===== src/rtl/boot_pkg.sv =====
// Shared types for the instruction-memory boot loader: FSM states and error codes.
package boot_pkg;

  typedef enum logic [2:0] {
    IDLE,
    LEN_HI,
    LEN_LO,
    DATA,
    CSUM,
    RUN,
    ERR
  } state_t;

  localparam logic [1:0] ERR_NONE = 2'd0;
  localparam logic [1:0] ERR_LEN  = 2'd1;
  localparam logic [1:0] ERR_CSUM = 2'd2;
  localparam logic [1:0] ERR_TMO  = 2'd3;

endpackage


===== src/rtl/byte_gap_timer.sv =====
// Counts idle cycles between accepted stream bytes; flags expiry one cycle
// before the count would reach TIMEOUT_CYCLES. TIMEOUT_CYCLES=0 disables it.
module byte_gap_timer #(
  parameter int TIMEOUT_CYCLES = 1024
) (
  input  logic clk,
  input  logic rst_n,
  input  logic clear,
  input  logic enable,
  output logic expired
);

  generate
    if (TIMEOUT_CYCLES == 0) begin : g_off
      logic unused_ok;
      assign unused_ok = ^{clk, rst_n, clear, enable};
      assign expired   = 1'b0;
    end else begin : g_on
      localparam int CW = (TIMEOUT_CYCLES > 1) ? $clog2(TIMEOUT_CYCLES) : 1;
      logic [CW-1:0] cnt;

      // An accept in the same cycle always beats expiry.
      assign expired = enable && !clear && (cnt == CW'(TIMEOUT_CYCLES - 1));

      always_ff @(posedge clk or negedge rst_n) begin
        if (!rst_n)               cnt <= '0;
        else if (!enable || clear) cnt <= '0;
        else if (!expired)        cnt <= cnt + 1'b1;
      end
    end
  endgenerate

endmodule


===== src/rtl/imem_boot_loader.sv =====
// Byte-stream program loader: parses length header, assembles big-endian words,
// writes them to instruction memory, verifies an XOR checksum, then releases the core.
module imem_boot_loader
  import boot_pkg::*;
#(
  parameter logic [31:0] BASE_ADDR      = 32'h0000_0000,
  parameter int          MAX_WORDS      = 64,
  parameter int          TIMEOUT_CYCLES = 1024
) (
  input  logic        clk,
  input  logic        rst_n,
  input  logic [7:0]  in_data,
  input  logic        in_valid,
  output logic        in_ready,
  input  logic        reload,
  output logic        imem_we,
  output logic [31:0] imem_addr,
  output logic [31:0] imem_wdata,
  output logic        cpu_rst_n,
  output logic        load_done,
  output logic        load_error,
  output logic [1:0]  err_code
);

  localparam logic [16:0] MAX_N = 17'(MAX_WORDS);

  state_t      state, nxt;
  logic [1:0]  err_q, err_nxt;
  logic [7:0]  len_hi;
  logic [15:0] len;
  logic [15:0] word_idx;
  logic [1:0]  byte_cnt;
  logic [23:0] word_sh;
  logic [7:0]  csum_acc;

  logic        accept, tmo, timer_en, last_word;
  logic [15:0] full_len;

  assign in_ready   = (state == LEN_HI) || (state == LEN_LO) ||
                      (state == DATA)   || (state == CSUM);
  assign accept     = in_valid && in_ready;
  assign cpu_rst_n  = (state == RUN);
  assign load_done  = (state == RUN);
  assign load_error = (state == ERR);
  assign err_code   = err_q;

  assign full_len  = {len_hi, in_data};
  assign last_word = (word_idx == len - 16'd1);
  assign timer_en  = (state == LEN_LO) || (state == DATA) || (state == CSUM);

  byte_gap_timer #(.TIMEOUT_CYCLES(TIMEOUT_CYCLES)) u_gap (
    .clk    (clk),
    .rst_n  (rst_n),
    .clear  (accept),
    .enable (timer_en),
    .expired(tmo)
  );

  always_ff @(posedge clk or negedge rst_n) begin
    if (!rst_n) state <= IDLE;
    else        state <= nxt;
  end

  always_comb begin
    nxt     = state;
    err_nxt = err_q;
    case (state)
      IDLE:   nxt = LEN_HI;
      LEN_HI: if (accept) nxt = LEN_LO;
      LEN_LO: begin
        if (accept) begin
          if ({1'b0, full_len} > MAX_N) begin
            nxt     = ERR;
            err_nxt = ERR_LEN;
          end else if (full_len == 16'd0) begin
            nxt = CSUM;
          end else begin
            nxt = DATA;
          end
        end else if (tmo) begin
          nxt     = ERR;
          err_nxt = ERR_TMO;
        end
      end
      DATA: begin
        if (accept) begin
          if (byte_cnt == 2'd3 && last_word) nxt = CSUM;
        end else if (tmo) begin
          nxt     = ERR;
          err_nxt = ERR_TMO;
        end
      end
      CSUM: begin
        if (accept) begin
          if (in_data == csum_acc) begin
            nxt = RUN;
          end else begin
            nxt     = ERR;
            err_nxt = ERR_CSUM;
          end
        end else if (tmo) begin
          nxt     = ERR;
          err_nxt = ERR_TMO;
        end
      end
      RUN:     if (reload) nxt = LEN_HI;
      ERR:     nxt = ERR;
      default: nxt = IDLE;
    endcase
  end

  // Datapath: header capture, word assembly, checksum and the write port.
  always_ff @(posedge clk or negedge rst_n) begin
    if (!rst_n) begin
      err_q      <= ERR_NONE;
      len_hi     <= '0;
      len        <= '0;
      word_idx   <= '0;
      byte_cnt   <= '0;
      word_sh    <= '0;
      csum_acc   <= '0;
      imem_we    <= 1'b0;
      imem_addr  <= BASE_ADDR;
      imem_wdata <= '0;
    end else begin
      imem_we <= 1'b0;
      err_q   <= err_nxt;
      case (state)
        LEN_HI: if (accept) len_hi <= in_data;
        LEN_LO: if (accept) len <= full_len;
        DATA: begin
          if (accept) begin
            word_sh  <= {word_sh[15:0], in_data};
            csum_acc <= csum_acc ^ in_data;
            byte_cnt <= byte_cnt + 2'd1;
            if (byte_cnt == 2'd3) begin
              imem_we    <= 1'b1;
              imem_wdata <= {word_sh, in_data};
              imem_addr  <= BASE_ADDR + {14'd0, word_idx, 2'b00};
              word_idx   <= word_idx + 16'd1;
            end
          end
        end
        RUN: begin
          if (reload) begin
            len_hi   <= '0;
            len      <= '0;
            word_idx <= '0;
            byte_cnt <= '0;
            csum_acc <= '0;
          end
        end
        default: ;
      endcase
    end
  end

endmodule


===== config.mk =====
export PLATFORM = sky130hd
export DESIGN_NAME = imem_boot_loader
export DESIGN_NICKNAME = d
export VERILOG_FILES = /design/src/rtl/boot_pkg.sv /design/src/rtl/byte_gap_timer.sv /design/src/rtl/imem_boot_loader.sv
export SDC_FILE = /design/constraint.sdc
export NUM_CORES = 1
export LEC_CHECK = 0
export ABC_AREA = 1
export CORE_MARGIN = 5
export CORE_UTILIZATION = 60
export DETAILED_ROUTE_END_ITERATION = 16
export PLACE_DENSITY = 0.84
export SETUP_SLACK_MARGIN = 0.4
export SLEW_MARGIN = 20
export SYNTH_ARGS = -nofsm -noshare
export SYNTH_HDL_FRONTEND = slang
export SYNTH_SLANG_ARGS = --single-unit

===== constraint.sdc =====
create_clock -name clk -period 4.9 [get_ports clk]
set_clock_uncertainty 0.2 [all_clocks]
set_input_delay 0.98 -clock clk [delete_from_list [all_inputs] [get_ports clk]]
set_output_delay 0.98 -clock clk [all_outputs]
set_load 0.1 [all_outputs]

# Word level (Yosys, flattened, before mapping)
# Index checks and enable logic that the tools add are counted.
# op_classes
order_cmp,1
div_mod_pow,0
n_shift,0
mul,0
mux,37
eq_ne,20
n_bitwise,1
addsub,4
n_reduce_logical,26
# op_table
operator,n
16-bit 2-to-1 mux,4
16-bit case mux with 2 select lines,2
8-bit case mux with 2 select lines,2
3-bit 2-to-1 mux,9
8-bit 2-to-1 mux,3
3-bit case mux with 7 select lines,1
10-bit 2-to-1 mux,2
2-bit 2-to-1 mux,9
16-bit by 1-bit adder with 16-bit output (second input constant),1
16-bit equality test,1
16-bit by 7-bit greater-than comparator with 1-bit output (second input constant),1
16-bit zero test,1
16-bit by 1-bit subtractor with 16-bit output (second input constant),1
3-bit AND reduction,5
10-bit by 1-bit adder with 10-bit output (second input constant),1
10-bit equality test (second input constant),1
2-bit by 1-bit inequality test with 1-bit output (second input constant),5
3-bit equality test (second input constant),3
3-bit inequality test (second input constant),3
8-bit equality test,1
4-bit AND reduction,2
8-bit XOR,1
3-bit by 2-bit equality test with 1-bit output (second input constant),2
1-bit logical OR,6
other kinds (13),22
# word_totals
out_inout_bits,71
input_bits,12
wordCells,101
rom_bits,0
latch_bits,0
ram_bits,0
mem_count,0
register_bits,138

# Logic depth before layout (Yosys ltp)
# Gate-level depths: netlist of the first run.
# logic_depth
word_depth,11
ltp_mapped,15
ltp_nobuf,15

# Cells and area by module
# From an unflattened synthesis of the first run, not the netlist that was laid out.
# hier_totals
hier_cells,808
hier_area_um2,6636.4
# by_module_without_submodules
module,n_inst,seq_area_each_um2,area_per_inst_um2,cells_each
imem_boot_loader,1,3203.1,6048.3,726
byte_gap_timer,1,250.2,588.1,82

# Worst setup path after synthesis of the first run
# No wires, ideal clock.
# synth_timing
kind,flip-flop to output port
startpoint,register state[1]
endpoint,output port load_error
arrival_time_ps,2576
t_required_ps,3720
path_stages_with_launch,3
n_path_buf,0
slack_ps,1144
path_cell_list,dfrtp_1 > inv_1 > nor3_1
# synth_between
elab_chain_cells,1
# synth_lines
item,line,source
"start, declared",imem_boot_loader.sv:27,"state_t state, nxt;"
"start signal, assigned",imem_boot_loader.sv:61,else state <= nxt;
3-bit equality test,imem_boot_loader.sv:44,assign load_error = (state == ERR);
"end, declared",imem_boot_loader.sv:21,"output logic load_error,"
# No other way between the ends.

# Final worst setup path of the first run
# layout_timing
startpoint,register state[0]
endpoint,output port in_ready
# layout_between
elab_chain_cells,4
word_cells_on_any_way,7
classes_between,4 x eq/ne; 3 x reduce/logical
# layout_lines
item,line,source
3-bit by 1-bit equality test with 1-bit output / 3-bit by 2-bit equality test with 1-bit output (equally long branches),imem_boot_loader.sv:39,assign in_ready = (state == LEN_HI) || (state == LEN_LO) ||
1-bit logical OR (2 in series),imem_boot_loader.sv:39,
1-bit logical OR *,imem_boot_loader.sv:40,(state == DATA) || (state == CSUM);
"end, declared",imem_boot_loader.sv:14,"output logic in_ready,"
# Every way passes the cells marked *; elsewhere a longest branch is shown, timed or not.

==> results by group, run 1 <==
Run status
  – Status: finished clean

CTS
  – CTS tree: built
  – Num CTS Buffers: 17
  – Worst-path clk slew: 0.06 ns
  – Post-CTS resize count: 0
  – Maximum clock insertion buffer count: 2
  – Clk_lat worst skew: 0.52 ns
  – H-tree levels: 4
  – Post-CTS Setup Inserts: 0
  – Clk root buf: clkbuf_8
  – Hold-fix buffers, CTS: 0
  – Total clock sinks: 138

Critical path
  – R2r endpoint: word_idx[0]
  – R2R depth: 9
  – Critical Path AT: 2.65 ns
  – Critical Path RT: 3.72 ns
  – Critical path launch point type: flip-flop
  – CP Capture Type: primary output
  – CP max FO: 4
  – CP Class: flip-flop to primary output
  – FF-to-FF setup slack: 2.19 ns
  – Worst reg2reg startpoint: state[2]

Route
  – Metal3 WL: 921 um
  – Via count: 5511
  – ANT nets after route: 0
  – Met2 wire length: 7.89 mm
  – Initial detailed-routing violation count: 413
  – Highest routing layer actually used: met4
  – # DRC: 0
  – Drt pass-1 iters: 5
  – Wl on met1: 6.65 mm
  – Total wire length: 15.8 mm
  – Wire per inst: 15.9 um
  – Vias/cell: 5.53

Synth
  – Post-synthesis sequential area ratio: 52.8%
  – Post-synth top area share: 52.8%
  – Synth warn: 0
  – Synth Area per Inst: 8.37 um^2
  – Synth top area cells: dfrtp_1 53%, nand2_1 12%, o21ai_0 7.1%
  – #FFs+latches synth: 138
  – Synth unique cells: 38
  – Mapped Area: 6540 um^2
  – Syn Inst Count: 781
  – Cell taking the most area after synthesis: dfrtp_1

STA
  – Fin crit period: 3.83 ns
  – Slew Limit Fails: 0
  – Rel. slew slack: 32.6%
  – Final hold vios: 0
  – Final Setup Violations: 0
  – RSZ-0062 raised after global routing: false
  – Total negative slack: 0 ns
  – Worst-Margin Slew: 1.01 ns
  – Maximum clock rate: 0.261 GHz
  – Period utilisation layout: 78.2%

Global routing
  – Largest net degree at the start of global routing: 88
  – Vias in the first global route: 5512
  – GRT Total Usage: 25.7%
  – First-pass GRT wire length: 26.7 mm
  – Antenna violations before repair: 0
  – Grt total ovfl: 0

Placed design
  – Routability cong.: 0.905
  – Dpl hpwl: 11.0 mm
  – IO buf count: 66

Floorplan
  – Num rows: 38
  – Number of I/O pins: 83
  – Die height: 114 um
  – Starting density of the core: 60.9%
  – Die W: 114 um
  – DIE AREA: 13100 um^2
  – Core Area: 10700 um^2

Final layout
  – Final Net Count: 861
  – Layout cells sized above 1: 6.54%
  – Utilization after layout: 72.5%
  – Antenna diode count: 0
  – Most frequent cells in the layout: 204 x nand2_1, 138 x dfrtp_1, 93 x o21ai_0, 88 x inv_1, 65 x clkdlybuf4s50_1
  – Area Overhead vs Synth: 19.1%
  – Most common cell after layout, fill and taps aside: nand2_1

Power
  – VDD IR max: 522 uV
  – Pwr per Cell Area: 751 nW/um^2
  – Leakage power: 3.82 nW

Run
  – Max-Cap Viols: 0

Hold path
  – Hold path endpoint: imem_wdata[31]
  – Startpoint of the worst hold path: imem_wdata[31]
  – Hold Path Class: flip-flop to flip-flop
  – Hold Path Depth: 2
[area by class of cell]
class                   count  area (um^2)
clock buffers              19          442
clock inverters            11         98.8
fillers                   800         2960
inverters                  95          359
multi-input cells         525         2570
flip-flops and latches    138         3450
well taps                 140          175
repair buffers             68          689
[worst max-delay path: stages (launching register included)]
cell             delay, ns
dfrtp_1               0.42
inv_2                 0.16
nand2_1               0.10
nor2_1                0.13
inv_1                 0.08
nand2_1               0.09
clkdlybuf4s50_1       1.14
[sequential cells by signal, summed over array words and instances (netlist names)]
name / cells
len_hi: 8
u_gap.g_on.cnt: 10
imem_we: 1
state: 3
word_sh: 24
err_code: 2
imem_addr: 16
imem_wdata: 32
len: 16
byte_cnt: 2
word_idx: 16
csum_acc: 8
[power breakdown]
group | leakage [nW] | internal (mW) | switching [mW]
Sequential | 1.83 | 1.56 | 0.318
Combinational | 1.73 | 0.725 | 2.07
Clock | 0.262 | 0.692 | 0.484
[Yosys cell counts (all sizes together)]
| cell type | number |
|---|---|
| dfrtp | 138 |
| xor2 | 16 |
| xnor2 | 6 |
| nand3b | 2 |
| nand4 | 8 |
| clkbuf | 14 |
| a21boi | 2 |
| a211oi | 2 |
| o22ai | 17 |
| clkinv | 2 |
| conb | 1 |
| a21oi | 20 |
| and2 | 2 |
| ha | 4 |
| o21ai | 93 |
| inv | 93 |
| buf | 24 |
| nand3 | 33 |
| nand2 | 210 |
| nor2 | 68 |
| nor3 | 12 |
| a22o | 6 |
| o21bai | 2 |
| a31oi | 4 |
| a221oi | 1 |
| or2 | 1 |
[per-stage QoR]
step	hold WS (ns)	instance area (um^2)	power, mW	setup slack (ns)	cells
3_5_place_dp	0.262	7240	4.64	1.32	966
6_report	0.273	7790	5.85	1.07	996
5_1_grt	0.298	7790	6.18	0.957	996
3_3_place_gp	0.254	7240	4.56	1.41	966
2_1_floorplan	0.249	6600	3.98	1.14	796
4_1_cts	0.277	7780	5.85	1.07	996
[worst max path at each step]
| stage | startpoint | endpoint | slack, ns | cells past startpoint |
|---|---|---|---|---|
| global route | state[0] | in_ready | 0.96 | 6 |
| finish | state[0] | in_ready | 1.07 | 6 |
| detailed placement | in_valid | word_idx[0] | 1.32 | 7 |
| CTS | state[0] | in_ready | 1.07 | 6 |
| floorplan | state[1] | load_error | 1.14 | 2 |
| global placement | in_valid | word_idx[0] | 1.41 | 7 |
[cell families after synthesis]
group / after synthesis / synth area share, %
AND/OR/NAND/NOR: 336 / 22.4
AO/OA/AOI/OAI: 147 / 12.3
flip-flops: 138 / 52.8
buffers and inverters: 133 / 8.76
XOR/XNOR: 22 / 2.95
adder cells (fa/ha/maj): 4 / 0.765
other: 1 / 0.0573
[per-layer routing]
metal | global-route usage [%] | up-vias
li1 | - | 2608
met4 | 9.58 | 0
met1 | 32.9 | 2649
met2 | 43.7 | 216
met5 | 0 | -
met3 | 4.70 | 38
No activity file was read; power rests on OpenSTA's default activity.
==> run 2, diff against run 1 <==
--- a/config.mk
+++ b/config.mk
@@ -7,9 +7,9 @@
 export LEC_CHECK = 0
 export ABC_AREA = 1
 export CORE_MARGIN = 5
-export CORE_UTILIZATION = 60
+export CORE_UTILIZATION = 50
 export DETAILED_ROUTE_END_ITERATION = 16
-export PLACE_DENSITY = 0.84
+export PLACE_DENSITY = 0.75
 export SETUP_SLACK_MARGIN = 0.4
 export SLEW_MARGIN = 20
 export SYNTH_ARGS = -nofsm -noshare
==> constraint.sdc (replaced) <==
create_clock -name clk -period 3.5 [get_ports clk]
set_clock_uncertainty 0.2 [all_clocks]
set_input_delay 0.7 -clock clk [delete_from_list [all_inputs] [get_ports clk]]
set_output_delay 0.7 -clock clk [all_outputs]
set_load 0.1 [all_outputs]
==> results by group, run 2 (synthesis gave the netlist of run 1 again) <==
STA
  – Fin crit period: 2.60 ns
  – Period utilisation layout: 74.3%
  – PnR worst setup slack: 0.898 ns
  – Maximum clock rate: 0.384 GHz
  – Final Setup Violations: 0
  – Slew Limit Fails: 0
  – Worst-Margin Slew: 0.571 ns
  – Rel. slew slack: 62.0%
  – Final hold vios: 0
  – Total negative slack: 0 ns
  – RSZ-0062 raised after global routing: false

Global routing
  – GRT Total Usage: 19.1%
  – Largest net degree at the start of global routing: 64
  – Vias in the first global route: 4983
  – Grt total ovfl: 0
  – First-pass GRT wire length: 24.3 mm
  – Antenna violations before repair: 0

CTS
  – Post-CTS resize count: 0
  – Clk_lat worst skew: 0.42 ns
  – H-tree levels: 4
  – Hold-fix buffers, CTS: 0
  – CTS tree: built
  – Maximum clock insertion buffer count: 2
  – Clk root buf: clkbuf_16
  – Num CTS Buffers: 17
  – Worst-path clk slew: 0.06 ns
  – Post-CTS Setup Inserts: 0
  – Total clock sinks: 138

Run status
  – Status: finished clean

Floorplan
  – DIE AREA: 15500 um^2
  – Starting density of the core: 51.4%
  – Die height: 124 um
  – Num rows: 41
  – Core Area: 12700 um^2
  – Die W: 124 um
  – Number of I/O pins: 83

Final layout
  – Antenna diode count: 0
  – Most frequent cells in the layout: 204 x nand2_1, 138 x dfrtp_1, 93 x o21ai_0, 88 x inv_1, 62 x nor2_1
  – Max FFs per register: 32
  – Biggest register: imem_wdata
  – Top flop regs: imem_wdata x32, word_sh x24
  – Utilization after layout: 61.0%
  – Layout cells sized above 1: 13.8%
  – Most common cell after layout, fill and taps aside: nand2_1
  – Final Net Count: 866
  – Area Overhead vs Synth: 18.7%

Critical path
  – CP max FO: 4
  – Critical Path RT: 2.60 ns
  – R2R depth: 12
  – CP Class: flip-flop to primary output
  – Critical Path AT: 1.70 ns
  – R2r endpoint: state[1]
  – CP Capture Type: primary output
  – Worst reg2reg startpoint: len[2]
  – Critical path launch point type: flip-flop
  – FF-to-FF setup slack: 1.17 ns

Route
  – Total wire length: 14.3 mm
  – Vias/cell: 5.09
  – Via count: 5267
  – Initial detailed-routing violation count: 454
  – ANT nets after route: 0
  – Wire per inst: 13.8 um
  – # DRC: 0
  – Drt pass-1 iters: 5

Power
  – Overall power: 8.13 mW
  – Pwr per Cell Area: 1050 nW/um^2
  – VDD IR max: 801 uV
  – Leakage power: 3.97 nW

Placed design
  – Routability cong.: 0.888
  – Dpl hpwl: 10.2 mm
  – Setup WS pre-CTS: 0.675 ns
  – IO buf count: 66

Hold path
  – Hold Path Class: input port to async pin

Run
  – Max-Cap Viols: 0
[run 2: cell types whose count changed in the layout (fill, tap and decap cells not counted), sizes merged]
cell,before,now
clkbuf,19,18
inv,94,99
clkdlybuf4s50,65,10
buf,3,63
clkinv,8,6
[run 2: worst max-delay path by stage]
stage	start	endpoint	slack, ns	cells past startpoint
after CTS	state[0]	in_ready	0.89	6
after global routing	state[0]	in_ready	0.80	6
after global placement	in_valid	word_idx[15]	0.75	13
after floorplan	state[0]	load_done	0.85	5
after detailed placement	in_valid	word_idx[14]	0.68	11
final	state[0]	in_ready	0.90	6
[run 2: critical path, cell delays in order, from the launching register on]
cell and delay, ns:
dfrtp_1 0.43, inv_2 0.16, nand2_1 0.10, nor2_1 0.13, inv_1 0.09, nand2_1 0.08, buf_4 0.29
[run 2: layout make-up]
cell class                      instances  area (um^2)
Fill cell                            1096         4960
Clock buffer                           18          439
Sequential cell                       138         3450
Timing Repair Buffer                   73          589
Tap cell                              172          215
Clock inverter                         14          135
Inverter                               95          359
Multi-Input combinational cell        525         2570
[run 2: metal layers]
metal	global-route usage, %	part of all wire [%]
met5	0	0
met4	6.25	1.9
met3	5.49	6.2
met2	29.1	45
met1	26.3	46
[run 2: power breakdown]
| part | switching, mW | internal [mW] |
|---|---|---|
| clock network | 0.727 | 1.01 |
| logic | 2.84 | 0.952 |
| registers | 0.428 | 2.18 |
| total | 3.99 | 4.14 |
[run 2: stage by stage]
step / instance area, um^2 / hold slack (ns) / instances
5_1_grt: 7770 / 0.0980 / 1035
2_1_floorplan: 6600 / 0.204 / 796
4_1_cts: 7770 / 0.0747 / 1035
3_3_place_gp: 7190 / 0.257 / 1003
3_5_place_dp: 7190 / 0.262 / 1003
6_report: 7770 / 0.0484 / 1035
